File: config.mk
export PLATFORM = sky130hd
export DESIGN_NAME = write_rsp_xbar
export DESIGN_NICKNAME = d
export VERILOG_FILES = /design/src/rtl/write_rsp_xbar.sv
export SDC_FILE = /design/constraint.sdc
export NUM_CORES = 1
export LEC_CHECK = 0
export CORE_AREA = 5 5 160 162
export CTS_BUF_LIST = sky130_fd_sc_hd__clkbuf_8
export DETAILED_ROUTE_END_ITERATION = 8
export DIE_AREA = 0 0 165 167
export DONT_BUFFER_PORTS = 1
export PLACE_DENSITY_LB_ADDON = 0.2
export SLEW_MARGIN = 20
export SYNTH_ARGS = -nofsm -noshare
export SYNTH_HDL_FRONTEND = slang
export SYNTH_SLANG_ARGS = --single-unit
File: constraint.sdc
create_clock -name clk -period 5.37 [get_ports clk]
set_clock_uncertainty 0.2 [all_clocks]
set_input_delay 0.8055 -clock clk [delete_from_list [all_inputs] [get_ports clk]]
set_output_delay 0.8055 -clock clk [all_outputs]
set_load 0.01 [all_outputs]
File: src/rtl/write_rsp_xbar.sv
// write_rsp_xbar: return-path crossbar for the vector cache write channel.
// Completions from 4 cache channels enter 2-deep skid FIFOs and are routed by
// source id to the requesters, each output owning a locked round-robin
// arbiter. Every accepted completion releases its data-buffer entry one
// cycle later; completions with an out-of-range id are dropped and flagged.
module write_rsp_xbar #(
  parameter int W_REQ_NUM          = 8,
  parameter int SRC_WIDTH          = 3,
  parameter int TXNID_WIDTH        = 8,
  parameter int DB_ENTRY_IDX_WIDTH = 5
) (
  input  logic                            clk,
  input  logic                            rst_n,
  input  logic [3:0]                      wr_rsp_vld,
  input  logic [4*SRC_WIDTH-1:0]          wr_rsp_src,
  input  logic [4*TXNID_WIDTH-1:0]        wr_rsp_txnid,
  input  logic [4*DB_ENTRY_IDX_WIDTH-1:0] wr_rsp_db_id,
  output logic [3:0]                      wr_rsp_rdy,
  output logic [W_REQ_NUM-1:0]            wr_done_vld,
  output logic [W_REQ_NUM*TXNID_WIDTH-1:0] wr_done_txnid,
  output logic [W_REQ_NUM*2-1:0]          wr_done_chnl,
  input  logic [W_REQ_NUM-1:0]            wr_done_rdy,
  output logic [3:0]                      dealloc_vld,
  output logic [4*DB_ENTRY_IDX_WIDTH-1:0] dealloc_idx,
  output logic [3:0]                      src_err
);

  localparam int NCH = 4;

  // Per-channel 2-entry FIFO storage and pointers
  logic [NCH-1:0][1:0][SRC_WIDTH-1:0]   fifo_src;
  logic [NCH-1:0][1:0][TXNID_WIDTH-1:0] fifo_txnid;
  logic [NCH-1:0]                       rd_ptr;
  logic [NCH-1:0]                       wr_ptr;
  logic [NCH-1:0][1:0]                  count;
  logic [NCH-1:0][1:0]                  next_count;

  logic [NCH-1:0]                       push;
  logic [NCH-1:0]                       pop;
  logic [NCH-1:0]                       head_vld;
  logic [NCH-1:0]                       head_illegal;
  logic [NCH-1:0][SRC_WIDTH-1:0]        head_src;
  logic [NCH-1:0][TXNID_WIDTH-1:0]      head_txnid;

  // Per-requester arbitration state and current selection
  logic [W_REQ_NUM-1:0][1:0]            rr_ptr;
  logic [W_REQ_NUM-1:0][1:0]            gnt;
  logic [W_REQ_NUM-1:0]                 lock;
  logic [W_REQ_NUM-1:0][1:0]            sel_chnl;
  logic [W_REQ_NUM-1:0]                 sel_vld;
  logic [1:0]                           scan_chnl;

  // Decode each FIFO head and flag ids that have no matching requester
  always_comb begin
    for (int i = 0; i < NCH; i++) begin
      head_vld[i]     = (count[i] != 2'd0);
      head_src[i]     = fifo_src[i][rd_ptr[i]];
      head_txnid[i]   = fifo_txnid[i][rd_ptr[i]];
      head_illegal[i] = head_vld[i] && (32'(head_src[i]) >= 32'(W_REQ_NUM));
      push[i]         = wr_rsp_vld[i] && wr_rsp_rdy[i];
    end
  end

  // Grant per requester: a locked output keeps its channel, otherwise the
  // first channel from rr_ptr onward whose head targets this requester wins
  always_comb begin
    sel_vld   = '0;
    sel_chnl  = '0;
    scan_chnl = 2'd0;
    for (int j = 0; j < W_REQ_NUM; j++) begin
      if (lock[j]) begin
        sel_vld[j]  = 1'b1;
        sel_chnl[j] = gnt[j];
      end else begin
        for (int o = 0; o < NCH; o++) begin
          scan_chnl = rr_ptr[j] + 2'(o);
          if (!sel_vld[j] && head_vld[scan_chnl] &&
              (head_src[scan_chnl] == SRC_WIDTH'(j))) begin
            sel_vld[j]  = 1'b1;
            sel_chnl[j] = scan_chnl;
          end
        end
      end
    end
  end

  // A head leaves its FIFO when dropped as illegal or accepted by its output
  always_comb begin
    pop = head_illegal;
    for (int j = 0; j < W_REQ_NUM; j++) begin
      if (sel_vld[j] && wr_done_rdy[j]) begin
        pop[sel_chnl[j]] = 1'b1;
      end
    end
    for (int i = 0; i < NCH; i++) begin
      next_count[i] = count[i] + {1'b0, push[i]} - {1'b0, pop[i]};
    end
  end

  // Drive requester outputs from the granted heads, zero when idle
  always_comb begin
    wr_done_vld   = sel_vld;
    wr_done_txnid = '0;
    wr_done_chnl  = '0;
    for (int j = 0; j < W_REQ_NUM; j++) begin
      if (sel_vld[j]) begin
        wr_done_txnid[j*TXNID_WIDTH +: TXNID_WIDTH] = head_txnid[sel_chnl[j]];
        wr_done_chnl[j*2 +: 2]                      = sel_chnl[j];
      end
    end
  end

  // FIFO storage, occupancy and the registered ready derived from it
  always_ff @(posedge clk or negedge rst_n) begin
    if (!rst_n) begin
      fifo_src   <= '0;
      fifo_txnid <= '0;
      rd_ptr     <= '0;
      wr_ptr     <= '0;
      count      <= '0;
      wr_rsp_rdy <= '0;
    end else begin
      for (int i = 0; i < NCH; i++) begin
        if (push[i]) begin
          fifo_src[i][wr_ptr[i]]   <= wr_rsp_src[i*SRC_WIDTH +: SRC_WIDTH];
          fifo_txnid[i][wr_ptr[i]] <= wr_rsp_txnid[i*TXNID_WIDTH +: TXNID_WIDTH];
          wr_ptr[i]                <= ~wr_ptr[i];
        end
        if (pop[i]) begin
          rd_ptr[i] <= ~rd_ptr[i];
        end
        count[i]      <= next_count[i];
        wr_rsp_rdy[i] <= (next_count[i] < 2'd2);
      end
    end
  end

  // One-cycle entry release on every accepted completion, and drop flags
  always_ff @(posedge clk or negedge rst_n) begin
    if (!rst_n) begin
      dealloc_vld <= '0;
      dealloc_idx <= '0;
      src_err     <= '0;
    end else begin
      dealloc_vld <= push;
      src_err     <= head_illegal;
      for (int i = 0; i < NCH; i++) begin
        dealloc_idx[i*DB_ENTRY_IDX_WIDTH +: DB_ENTRY_IDX_WIDTH] <=
          push[i] ? wr_rsp_db_id[i*DB_ENTRY_IDX_WIDTH +: DB_ENTRY_IDX_WIDTH] : '0;
      end
    end
  end

  // Advance round-robin on handshake; lock the grant while the requester stalls
  always_ff @(posedge clk or negedge rst_n) begin
    if (!rst_n) begin
      rr_ptr <= '0;
      gnt    <= '0;
      lock   <= '0;
    end else begin
      for (int j = 0; j < W_REQ_NUM; j++) begin
        if (sel_vld[j] && wr_done_rdy[j]) begin
          rr_ptr[j] <= sel_chnl[j] + 2'd1;
          lock[j]   <= 1'b0;
        end else if (sel_vld[j]) begin
          lock[j] <= 1'b1;
          gnt[j]  <= sel_chnl[j];
        end
      end
    end
  end

endmodule

==> results.toml <==
[detailed_routing]
drtIter0Drc = 727
routed_via_density = 6.24
wl_per_cell_um = 22.6
drc = 0
routed_wl_mm = 34.5
final_antenna_net_count = 0
drt_pre_antenna_iters = 5
vias = 9550

[floorplan]
die_h_um = 167
io_pins = 198
die_width_um = 165
core_sq_um = 24000
rows = 57
die_area_sq_um = 27600
initial_core_util = 0.492

[clock_tree]
cts_buffers = 17
cts.sinks = 172
ctsHtreeMaxLevel = 4
clock_path_buffers = 2
clock_latency_ps = 470
cts_tree = "done"
cts_root_buf = "clkbuf_8"
clkTransAtPathRegs_ps = 120
ctsResizeCount = 0

[finish]
area_growth_syn_to_layout_pct = 6.20
drive_above_1_share = 0.204
nets = 1304
final_cell_mix = "172 x dfrtp_1, 134 x mux2_2, 96 x nor2_1, 96 x nand2_1"
layout_commonest_cell = "dfrtp_1"
diodes = 0
fillers = 2208

[grt]
antenna_found_initial = 0
grtUsageTotal = 0.252
grt_pass1_vias = 9240
grt_start_max_net_pins = 173
grt-ovfl-total = 0
grt_pass1_wl_mm = 54.7

[timing]
max_freq_mhz = 199
finalSetupTns_ps = 0
rsz0062_at_grt = "false"
drv_slew = 0
hold_viol = 0
tightest_slew_ps = 853
finalCritPeriodShare = 0.938
fin_crit_ps = 5040
slew_headroom = 0.431
setup_violations = 0

[setup_path]
crit_fanout = 17
r2r-start = "rd_ptr[0]"
crit_arrival_ps = 4030
r2r-end = "count[3]"
cp-end-kind = "output pin"
ff2ff_path_depth = 18
crit_type = "reg2out"
required_ps = 4360
rrSetupSlack_ps = 400
cp-start-kind = "flip-flop"

[synth]
yosysWarnings = 0
yosys_register_bits = 172
yosysTopAreaCellShare = 0.365
synth_area_per_cell_sq_um = 9.69
syn-cell-area_sq_um = 11800
ys_seq_area_frac = 0.365
synth.distinct_cells = 93
synth_cells = 1217
synth_area_leaders = "dfrtp_1 37%, mux2_2 13%, mux2i_1 6.6%"
yosys_most_used_dff = "dfrtp_1"
yosys.area.top_type = "dfrtp_1"
async_reset_ff_frac = 1.00
synth-edff-count = 0

[placed_design]
portBuffers = 0
dpl.hpwl_mm = 26.1
gp_routability_congestion = 0.912

[worst_hold_path]
min_path_type = "in2async"

[run]
cap_violations = 0

[status]
outcome = "finished clean"
worst max-delay path: stages (launching register included):
cell       delay [ps]
dfrtp_1           550
or4b_2            730
a21oi_2           420
a2111oi_2         150
a211oi_2          310
o2111ai_1         160
o21ai_1           110
o21a_1            290
buf_4             230
inv_2              60
mux2_1            310
nor2_1            240
synthesized netlist by cell type (all sizes together), types with 14 or more instances:
cell      n
a211oi   19
a21oi    85
and3     21
buf      34
clkbuf   33
dfrtp   172
ha       32
inv      48
mux2    138
mux2i    78
nand2    97
nand3    16
nor2     99
o211ai   14
o21a     14
o21ai    68
o22ai    46
metrics by stage:
step           setup slack (ps)  hold WS (ps)  instances  utilization  instance area, sq um
2_1_floorplan               855           261       1220            -                 11800
4_1_cts                     347           191       1531        0.523                 12500
3_3_place_gp                572           275       1498        0.503                 12100
6_report                    332           164       1531        0.523                 12500
5_1_grt                    90.0           205       1531        0.523                 12500
3_5_place_dp                450           285       1498        0.503                 12100
registers in the layout, indices dropped and copies added (netlist names), 8 cells and up:
signal       count
rr_ptr          16
fifo_txnid      64
lock             8
fifo_src        24
dealloc_idx     20
count            8
gnt             16
what timing repair did:
item,CTS,global route
buffers inserted,0,0
hold endpoints to repair,172,0
hold buffers,1,0
metal layers:
layer | GRT usage | routed length [um] | vias to the layer above
met2 | 0.415 | 17000 | 324
met3 | 0.0722 | 2640 | 39
li1 | - | - | 4476
met1 | 0.331 | 14400 | 4711
met4 | 0.0521 | 537 | 0
met5 | 0 | 0 | -
layout make-up:
class | count | area, sq um | area share
Multi-Input combinational cell | 932 | 7000 | 0.559
Sequential cell | 172 | 4300 | 0.344
Tap cell | 324 | 405 | 0.0324
Clock buffer | 17 | 234 | 0.0187
Clock inverter | 15 | 209 | 0.0167
Timing Repair Buffer | 22 | 185 | 0.0148
Inverter | 49 | 184 | 0.0147
cell families (layout without fill, tap and decap cells):
family | Yosys count | in the layout | share of synthesized area
xor+xnor | 14 | 14 | 0.0104
simple gates | 359 | 359 | 0.170
compound gates | 303 | 303 | 0.170
other cells | 1 | 4 | 0.000318
flops | 172 | 172 | 0.365
buf+inv | 116 | 103 | 0.0445
mux | 220 | 220 | 0.206
fa+ha+maj | 32 | 32 | 0.0340
worst max path at each step:
stage | startpoint | endpoint | slack [ps] | cells after the start
3_5_place_dp | rd_ptr[0] | count[3] | 450 | 18
5_1_grt | rd_ptr[0] | wr_done_txnid[20] | 90 | 10
2_1_floorplan | rd_ptr[1] | count[1] | 850 | 18
6_report | rd_ptr[0] | wr_done_txnid[22] | 330 | 11
4_1_cts | rd_ptr[1] | wr_done_txnid[22] | 350 | 11
3_3_place_gp | rd_ptr[0] | count[1] | 570 | 16
Power is not shown: default switching activity piles up to over one toggle a cycle in this logic, so the estimate is an artifact.
